File: config.mk
export PLATFORM = sky130hd
export DESIGN_NAME = rollover_sub_match_flat
export DESIGN_NICKNAME = d
export VERILOG_FILES = /design/src/rtl/rollover_sub_match_if.sv /design/src/rtl/rollover_sub_match.sv /design/src/flat_wrapper.sv
export SDC_FILE = /design/constraint.sdc
export NUM_CORES = 1
export LEC_CHECK = 0
export CAP_MARGIN = 15
export CORE_ASPECT_RATIO = 0.9
export CORE_MARGIN = 4
export CORE_UTILIZATION = 35
export DETAILED_ROUTE_END_ITERATION = 8
export PLACE_DENSITY = 0.64
export SETUP_SLACK_MARGIN = 0.05
export SLEW_MARGIN = 20
export SYNTH_ARGS = -nofsm -noshare
export SYNTH_HDL_FRONTEND = slang
export SYNTH_SLANG_ARGS = --single-unit
File: constraint.sdc
create_clock -name clk -period 7 [get_ports clk]
set_input_delay 1.4 -clock clk [delete_from_list [all_inputs] [get_ports clk]]
set_output_delay 1.4 -clock clk [all_outputs]
set_load 0.01 [all_outputs]
File: src/rtl/rollover_sub_match_if.sv
// Trigger, hit and output handshake bundle for the coarse-time trigger matcher.
// The slave modport is the matcher's own view of the bundle.
interface rollover_sub_match_if #(
  parameter int WIDTH  = 12,
  parameter int DATA_W = 20
);
  logic              trigger_valid;
  logic [WIDTH-1:0]  trigger_time;
  logic              trigger_ready;

  logic              hit_valid;
  logic [WIDTH-1:0]  hit_time;
  logic [DATA_W-1:0] hit_data;
  logic              hit_ready;

  logic              out_valid;
  logic              out_ready;
  logic [WIDTH-1:0]  out_rel_time;
  logic [DATA_W-1:0] out_data;
  logic              out_last;

  modport master (
    output trigger_valid, trigger_time,
    input  trigger_ready,
    output hit_valid, hit_time, hit_data,
    input  hit_ready,
    input  out_valid, out_rel_time, out_data, out_last,
    output out_ready
  );

  modport slave (
    input  trigger_valid, trigger_time,
    output trigger_ready,
    input  hit_valid, hit_time, hit_data,
    output hit_ready,
    output out_valid, out_rel_time, out_data, out_last,
    input  out_ready
  );
endinterface

File: src/rtl/rollover_sub_match.sv
// Trigger matcher on the coarse-time axis: modular window start, hit matching
// with relative times, and a per-event trailer carrying the matched-hit count.
module rollover_sub_match #(
  parameter int WIDTH  = 12,
  parameter int DATA_W = 20
) (
  input  logic                 clk,
  input  logic                 rst,
  input  logic [WIDTH-1:0]     rollover,
  input  logic [WIDTH-1:0]     match_offset,
  input  logic [WIDTH-1:0]     search_window,
  input  logic [WIDTH-1:0]     coarse_now,
  rollover_sub_match_if.slave  bus,
  output logic                 busy
);

  localparam logic [2:0] ST_IDLE    = 3'd0;
  localparam logic [2:0] ST_CALC    = 3'd1;
  localparam logic [2:0] ST_MATCH   = 3'd2;
  localparam logic [2:0] ST_TRAILER = 3'd3;
  localparam logic [2:0] ST_DONE    = 3'd4;

  logic [2:0]        state_reg, state_next;
  logic              armed_reg;
  logic [WIDTH-1:0]  trig_time_reg;
  logic [WIDTH-1:0]  win_start_reg;
  logic [WIDTH-1:0]  hit_count_reg;

  logic              out_valid_reg;
  logic              out_last_reg;
  logic [WIDTH-1:0]  out_rel_reg;
  logic [DATA_W-1:0] out_data_reg;

  logic [WIDTH-1:0]  rel_hit, rel_now;
  logic              in_match, closing, out_free;
  logic              trigger_ready, hit_ready;
  logic              trig_fire, hit_fire, hit_keep;
  logic              out_accept;
  logic [DATA_W-1:0] trailer_word;

  // (a - b) mod (m + 1), computed one bit wider so the wrap term cannot overflow.
  function automatic logic [WIDTH-1:0] mod_sub(input logic [WIDTH-1:0] a,
                                               input logic [WIDTH-1:0] b,
                                               input logic [WIDTH-1:0] m);
    logic [WIDTH:0] diff;
    if (a >= b)
      diff = {1'b0, a} - {1'b0, b};
    else
      diff = {1'b0, a} + {1'b0, m} + {{WIDTH{1'b0}}, 1'b1} - {1'b0, b};
    return diff[WIDTH-1:0];
  endfunction

  assign rel_hit  = mod_sub(bus.hit_time, win_start_reg, rollover);
  assign rel_now  = mod_sub(coarse_now, win_start_reg, rollover);

  assign in_match = (state_reg == ST_MATCH);
  assign closing  = in_match && (rel_now > search_window);
  assign out_free = !out_valid_reg || bus.out_ready;
  assign out_accept = out_valid_reg && bus.out_ready;

  // armed_reg keeps trigger_ready low while reset is held and until the first clock after it.
  assign trigger_ready = (state_reg == ST_IDLE) && armed_reg;
  assign hit_ready     = in_match && out_free && !closing;
  assign trig_fire     = bus.trigger_valid && trigger_ready;
  assign hit_fire      = bus.hit_valid && hit_ready;
  assign hit_keep      = hit_fire && (rel_hit <= search_window);

  // Trailer payload: hit count zero-extended (or truncated) to the payload width.
  for (genvar gi = 0; gi < DATA_W; gi++) begin : g_trailer
    if (gi < WIDTH) begin : g_cnt
      assign trailer_word[gi] = hit_count_reg[gi];
    end else begin : g_pad
      assign trailer_word[gi] = 1'b0;
    end
  end

  always_comb begin
    state_next = state_reg;
    case (state_reg)
      ST_IDLE:    if (trig_fire) state_next = ST_CALC;
      ST_CALC:    state_next = ST_MATCH;
      ST_MATCH:   if (closing) state_next = ST_TRAILER;
      ST_TRAILER: if (out_free) state_next = ST_DONE;
      ST_DONE:    if (out_accept) state_next = ST_IDLE;
      default:    state_next = ST_IDLE;
    endcase
  end

  always_ff @(posedge clk or posedge rst) begin
    if (rst) begin
      state_reg     <= ST_IDLE;
      armed_reg     <= 1'b0;
      trig_time_reg <= '0;
      win_start_reg <= '0;
    end else begin
      state_reg <= state_next;
      armed_reg <= 1'b1;
      if (trig_fire)
        trig_time_reg <= bus.trigger_time;
      if (state_reg == ST_CALC)
        win_start_reg <= mod_sub(trig_time_reg, match_offset, rollover);
    end
  end

  // Count saturates instead of wrapping; cleared only when the trailer leaves.
  always_ff @(posedge clk or posedge rst) begin
    if (rst) begin
      hit_count_reg <= '0;
    end else if (hit_keep) begin
      if (hit_count_reg != '1)
        hit_count_reg <= hit_count_reg + 1'b1;
    end else if ((state_reg == ST_DONE) && out_accept) begin
      hit_count_reg <= '0;
    end
  end

  // Single output register; a same-cycle load after acceptance gives one word per cycle.
  always_ff @(posedge clk or posedge rst) begin
    if (rst) begin
      out_valid_reg <= 1'b0;
      out_last_reg  <= 1'b0;
      out_rel_reg   <= '0;
      out_data_reg  <= '0;
    end else begin
      if (out_accept)
        out_valid_reg <= 1'b0;
      if (hit_keep) begin
        out_valid_reg <= 1'b1;
        out_last_reg  <= 1'b0;
        out_rel_reg   <= rel_hit;
        out_data_reg  <= bus.hit_data;
      end else if ((state_reg == ST_TRAILER) && out_free) begin
        out_valid_reg <= 1'b1;
        out_last_reg  <= 1'b1;
        out_rel_reg   <= '0;
        out_data_reg  <= trailer_word;
      end
    end
  end

  assign bus.trigger_ready = trigger_ready;
  assign bus.hit_ready     = hit_ready;
  assign bus.out_valid     = out_valid_reg;
  assign bus.out_last      = out_last_reg;
  assign bus.out_rel_time  = out_rel_reg;
  assign bus.out_data      = out_data_reg;
  assign busy              = (state_reg != ST_IDLE);

endmodule

File: src/flat_wrapper.sv
// flat-port wrapper written by rule: the top's interface ports become plain ports
module rollover_sub_match_flat 
#(
  parameter int WIDTH  = 12,
  parameter int DATA_W = 20
)
  (clk, rst, rollover, match_offset, search_window, coarse_now, busy, bus_trigger_valid, bus_trigger_time, bus_trigger_ready, bus_hit_valid, bus_hit_time, bus_hit_data, bus_hit_ready, bus_out_valid, bus_out_rel_time, bus_out_data, bus_out_last, bus_out_ready);
  rollover_sub_match_if #(.WIDTH(WIDTH), .DATA_W(DATA_W)) bus_i ();
  input  logic clk;
  input  logic rst;
  input  logic [WIDTH-1:0] rollover;
  input  logic [WIDTH-1:0] match_offset;
  input  logic [WIDTH-1:0] search_window;
  input  logic [WIDTH-1:0] coarse_now;
  output logic busy;
  input wire logic [$bits(bus_i.trigger_valid)-1:0] bus_trigger_valid;
  input wire logic [$bits(bus_i.trigger_time)-1:0] bus_trigger_time;
  output wire logic [$bits(bus_i.trigger_ready)-1:0] bus_trigger_ready;
  input wire logic [$bits(bus_i.hit_valid)-1:0] bus_hit_valid;
  input wire logic [$bits(bus_i.hit_time)-1:0] bus_hit_time;
  input wire logic [$bits(bus_i.hit_data)-1:0] bus_hit_data;
  output wire logic [$bits(bus_i.hit_ready)-1:0] bus_hit_ready;
  output wire logic [$bits(bus_i.out_valid)-1:0] bus_out_valid;
  output wire logic [$bits(bus_i.out_rel_time)-1:0] bus_out_rel_time;
  output wire logic [$bits(bus_i.out_data)-1:0] bus_out_data;
  output wire logic [$bits(bus_i.out_last)-1:0] bus_out_last;
  input wire logic [$bits(bus_i.out_ready)-1:0] bus_out_ready;
  assign bus_i.trigger_valid = bus_trigger_valid;
  assign bus_i.trigger_time = bus_trigger_time;
  assign bus_trigger_ready = bus_i.trigger_ready;
  assign bus_i.hit_valid = bus_hit_valid;
  assign bus_i.hit_time = bus_hit_time;
  assign bus_i.hit_data = bus_hit_data;
  assign bus_hit_ready = bus_i.hit_ready;
  assign bus_out_valid = bus_i.out_valid;
  assign bus_out_rel_time = bus_i.out_rel_time;
  assign bus_out_data = bus_i.out_data;
  assign bus_out_last = bus_i.out_last;
  assign bus_i.out_ready = bus_out_ready;
  rollover_sub_match #(.WIDTH(WIDTH), .DATA_W(DATA_W)) u_core (.clk(clk), .rst(rst), .rollover(rollover), .match_offset(match_offset), .search_window(search_window), .coarse_now(coarse_now), .bus(bus_i), .busy(busy));
endmodule
==> results by group <==
Clocking
  – Clock transition at path regs: 0.06 ns
  – # H-tree levels: 3
  – Worst-skew pair later-pin latency: 0.35 ns
  – CTS tree: done
  – CTS sink cnt: 74
  – Post-CTS Hold Buffers: 0
  – Num CTS Buffers: 9
  – Clock Tree Buf Depth: 2
  – Root buffer cell: clkbuf_16

Placement
  – DP HPWL: 18800 um
  – Worst slack, placed: -0.265 ns
  – Number of port buffers: 133
  – GPL Wtd Cong: 0.874

Timing
  – Final period util: 98.0%
  – Slew @ Worst Pin: 0.807 ns
  – Final Slew Violations: 0
  – Min Clock Period, post-route: 6.86 ns
  – RSZ-0062 raised after global routing: true
  – Final Setup Violations: 0
  – Max Freq: 0.146 GHz
  – Worst Slack Setup Final: 0.142 ns
  – Clock skew: 0.00872 ns
  – Final hold vios: 0
  – Max_slew headroom: 46.1%

Hold path
  – Worst hold path type: register to register

Floorplanning
  – Die Wd: 171 um
  – Initial Utilization: 35.6%
  – Die outline height: 154 um
  – # rows: 53
  – Io pins: 134
  – Die area: 26400 sq um
  – Core footprint: 23400 sq um

Global route
  – Vias in the first global route: 7106
  – Initial antenna violation count: 0
  – Largest net degree at the start of global routing: 75
  – Remaining global-route overflow: 0
  – First-pass GRT wire length: 37200 um
  – Total GRT Usage: 17.7%

Synthesis
  – Register area share after synthesis: 22.2%
  – Count leader, synth: inv_1
  – Syn Nets: 1225
  – Largest cells by area after synthesis: dfrtp_1, ha_1, fa_1, inv_1, xnor2_1
  – Post-synth top cells: inv_1, ha_1, nor2_1, dfrtp_1, a21oi_1
  – Yosys warning count: 0
  – Synth Area per Inst: 8.40 sq um
  – Post-synth top flop: dfrtp_1
  – Mapped Cells: 992
  – Post-synth EDFFs: 0
  – Distinct cell type count after synthesis: 64
  – Yosys top cell by area: dfrtp_1
  – Synth async-reset ratio: 100%
  – Cell Area, Synth: 8340 sq um
  – Synth top area share: 22.2%
  – Register bit total from synthesis: 74

Layout
  – Layout cells sized above 1: 10.4%
  – Area Overhead vs Synth: 28.0%
  – Fin util: 45.6%
  – Final net count: 1394
  – Max FFs per register: 20
  – Ant diodes: 0

Drt
  – Vias per cell: 5.01
  – Antenna Nets Post-Route: 0
  – Initial DRC Count: 510
  – WL per Instance: 15.6 um
  – DRC errors left: 0
  – DRT Wirelength: 22900 um
  – 1st-pass router iterations: 5
  – Via count: 7356

Power and ir drop
  – Pleak: 0.00521 uW
  – PwrDens: 488 nW/um^2
  – Max rail drop VDD: 0.174 mV

Setup path
  – CP Capture Type: output pin
  – CP top delay family: compound AO/OA/AOI/OAI gates
  – Critical path peak fanout: 3
  – Critical Path Max Stage Delay: 0.42 ns
  – Crit path cell chain: clkdlybuf4s50_1, inv_2, ha_1, inv_1, fa_2, a21o_1, a21oi_2, o221ai_2, o211ai_1, a21oi_1, a211oi_2, or3b_1, o21ai_1, ha_1, a21oi_2, o21ai_0, a221o_1, o31ai_4, buf_2
  – Buf+Inv Stages, Crit Path: 4
  – CP required: 5.60 ns
  – Crit path launch type: input pin
  – CP max stage cell: clkdlybuf4s50_1
  – Critical path type: input pin to output pin
  – Worst Path Arrival: 5.46 ns

Status
  – Status: complete, no violations

Flow run
  – Max_cap viols: 0
## layout by cell type, fill, tap and decap left out, types with 4 or more instances in the layout
cell	n
inv_1	179
a211oi_1	7
clkdlybuf4s50_1	132
a211oi_2	5
xor2_1	13
mux2_2	29
nor2_1	78
fa_1	35
mux2i_1	16
nor3_1	27
xnor2_1	45
buf_4	41
clkbuf_16	9
a21oi_2	4
nor4_1	4
o21ai_1	32
a31oi_1	5
nor2b_1	18
nand2_1	36
a221o_1	14
o21a_1	14
a21o_1	14
nand2b_1	11
or3_1	10
o31ai_1	6
nand4_1	11
and2_1	5
and3_1	11
ha_1	100
nand3_1	30
o211ai_1	6
o21ai_0	34
o31a_1	6
a21oi_1	51
dfrtp_1	74
## logic make-up after synthesis
kind of cell               share of synthesized area, %
other                                            0.0450
buffers and inverters                              9.16
and+or+nand+nor                                    15.3
AOI/OAI and AO/OA                                  17.2
adders and majority gates                          23.7
muxes                                              6.15
DFF                                                22.2
xor gates and xnor gates                           6.29
## worst paths after layout
check                                        start                         end  slack (ns)  depth (start not counted)
max                                  coarse_now[0]               bus_hit_ready        0.14                         19
min                            u_core.bus.out_last         u_core.bus.out_last        0.49                          1
max reg2reg                u_core.win_start_reg[0]     u_core.hit_count_reg[7]        1.68                         22
min reg2reg                    u_core.bus.out_last         u_core.bus.out_last        0.49                          1
max in group asynchronous                      rst  u_core.bus.out_rel_time[3]        4.95                          3
min in group asynchronous                      rst    u_core.trig_time_reg[11]        1.56                          3
## layer usage
metal / routed length [um] / vias up / track usage [%]
li1: - / 3730 / -
met1: 11000 / 3465 / 25.2
met2: 10700 / 148 / 28.7
met3: 982 / 13 / 2.96
met4: 197 / 0 / 3.12
met5: 0 / - / 0
## repair_timing
item,in CTS,in global routing
buffers inserted,0,1
setup endpoints to repair,1,30
resized for setup,6,12
pin swaps,1,5
hold endpoints to repair,0,0
## layout make-up
cell class              count  area, sq um
clock buffers               9          225
clock inverters             7         83.8
fillers                  2310        12700
inverters                 181          681
multi-input cells         718         5770
flip-flops and latches     74         1850
well taps                 302          378
repair buffers            177         1680
## worst register-to-register path, cell delays in order, from the launching register on
cell      delay, ns
dfrtp_1        0.46
fa_1           0.54
inv_1          0.05
ha_1           0.19
or2_2          0.28
fa_1           0.39
a21o_1         0.21
a211oi_2       0.29
o21ai_1        0.17
a31o_2         0.26
a21oi_1        0.17
xor2_1         0.17
o21ai_1        0.12
ha_1           0.37
a21oi_1        0.14
nand2_1        0.07
a211o_1        0.30
a211oi_1       0.23
buf_4          0.17
o211ai_2       0.08
and2_1         0.27
o21ai_1        0.20
o31ai_1        0.09
## stage by stage
stage | cell area [sq um] | TNS [ns] | power (uW) | cells | hold slack [ns]
floorplan | 8340 | 0 | 3540 | 992 | 0.475
global placement | 10300 | -0.210 | 4550 | 1451 | 0.474
detailed placement | 10300 | -0.794 | 4630 | 1451 | 0.479
CTS | 10600 | 0 | 5180 | 1467 | 0.495
global route | 10700 | -0.0721 | 5760 | 1468 | 0.525
finish | 10700 | 0 | 5210 | 1468 | 0.489
## power by group
part	leakage, uW	switching, uW	internal, uW	total (uW)
Clock	0.000149	223	284	507
Sequential	0.000932	147	588	735
Combinational	0.00413	2080	1880	3960
Total	0.00521	2450	2750	5210
Power figures use the tool's default switching activity.
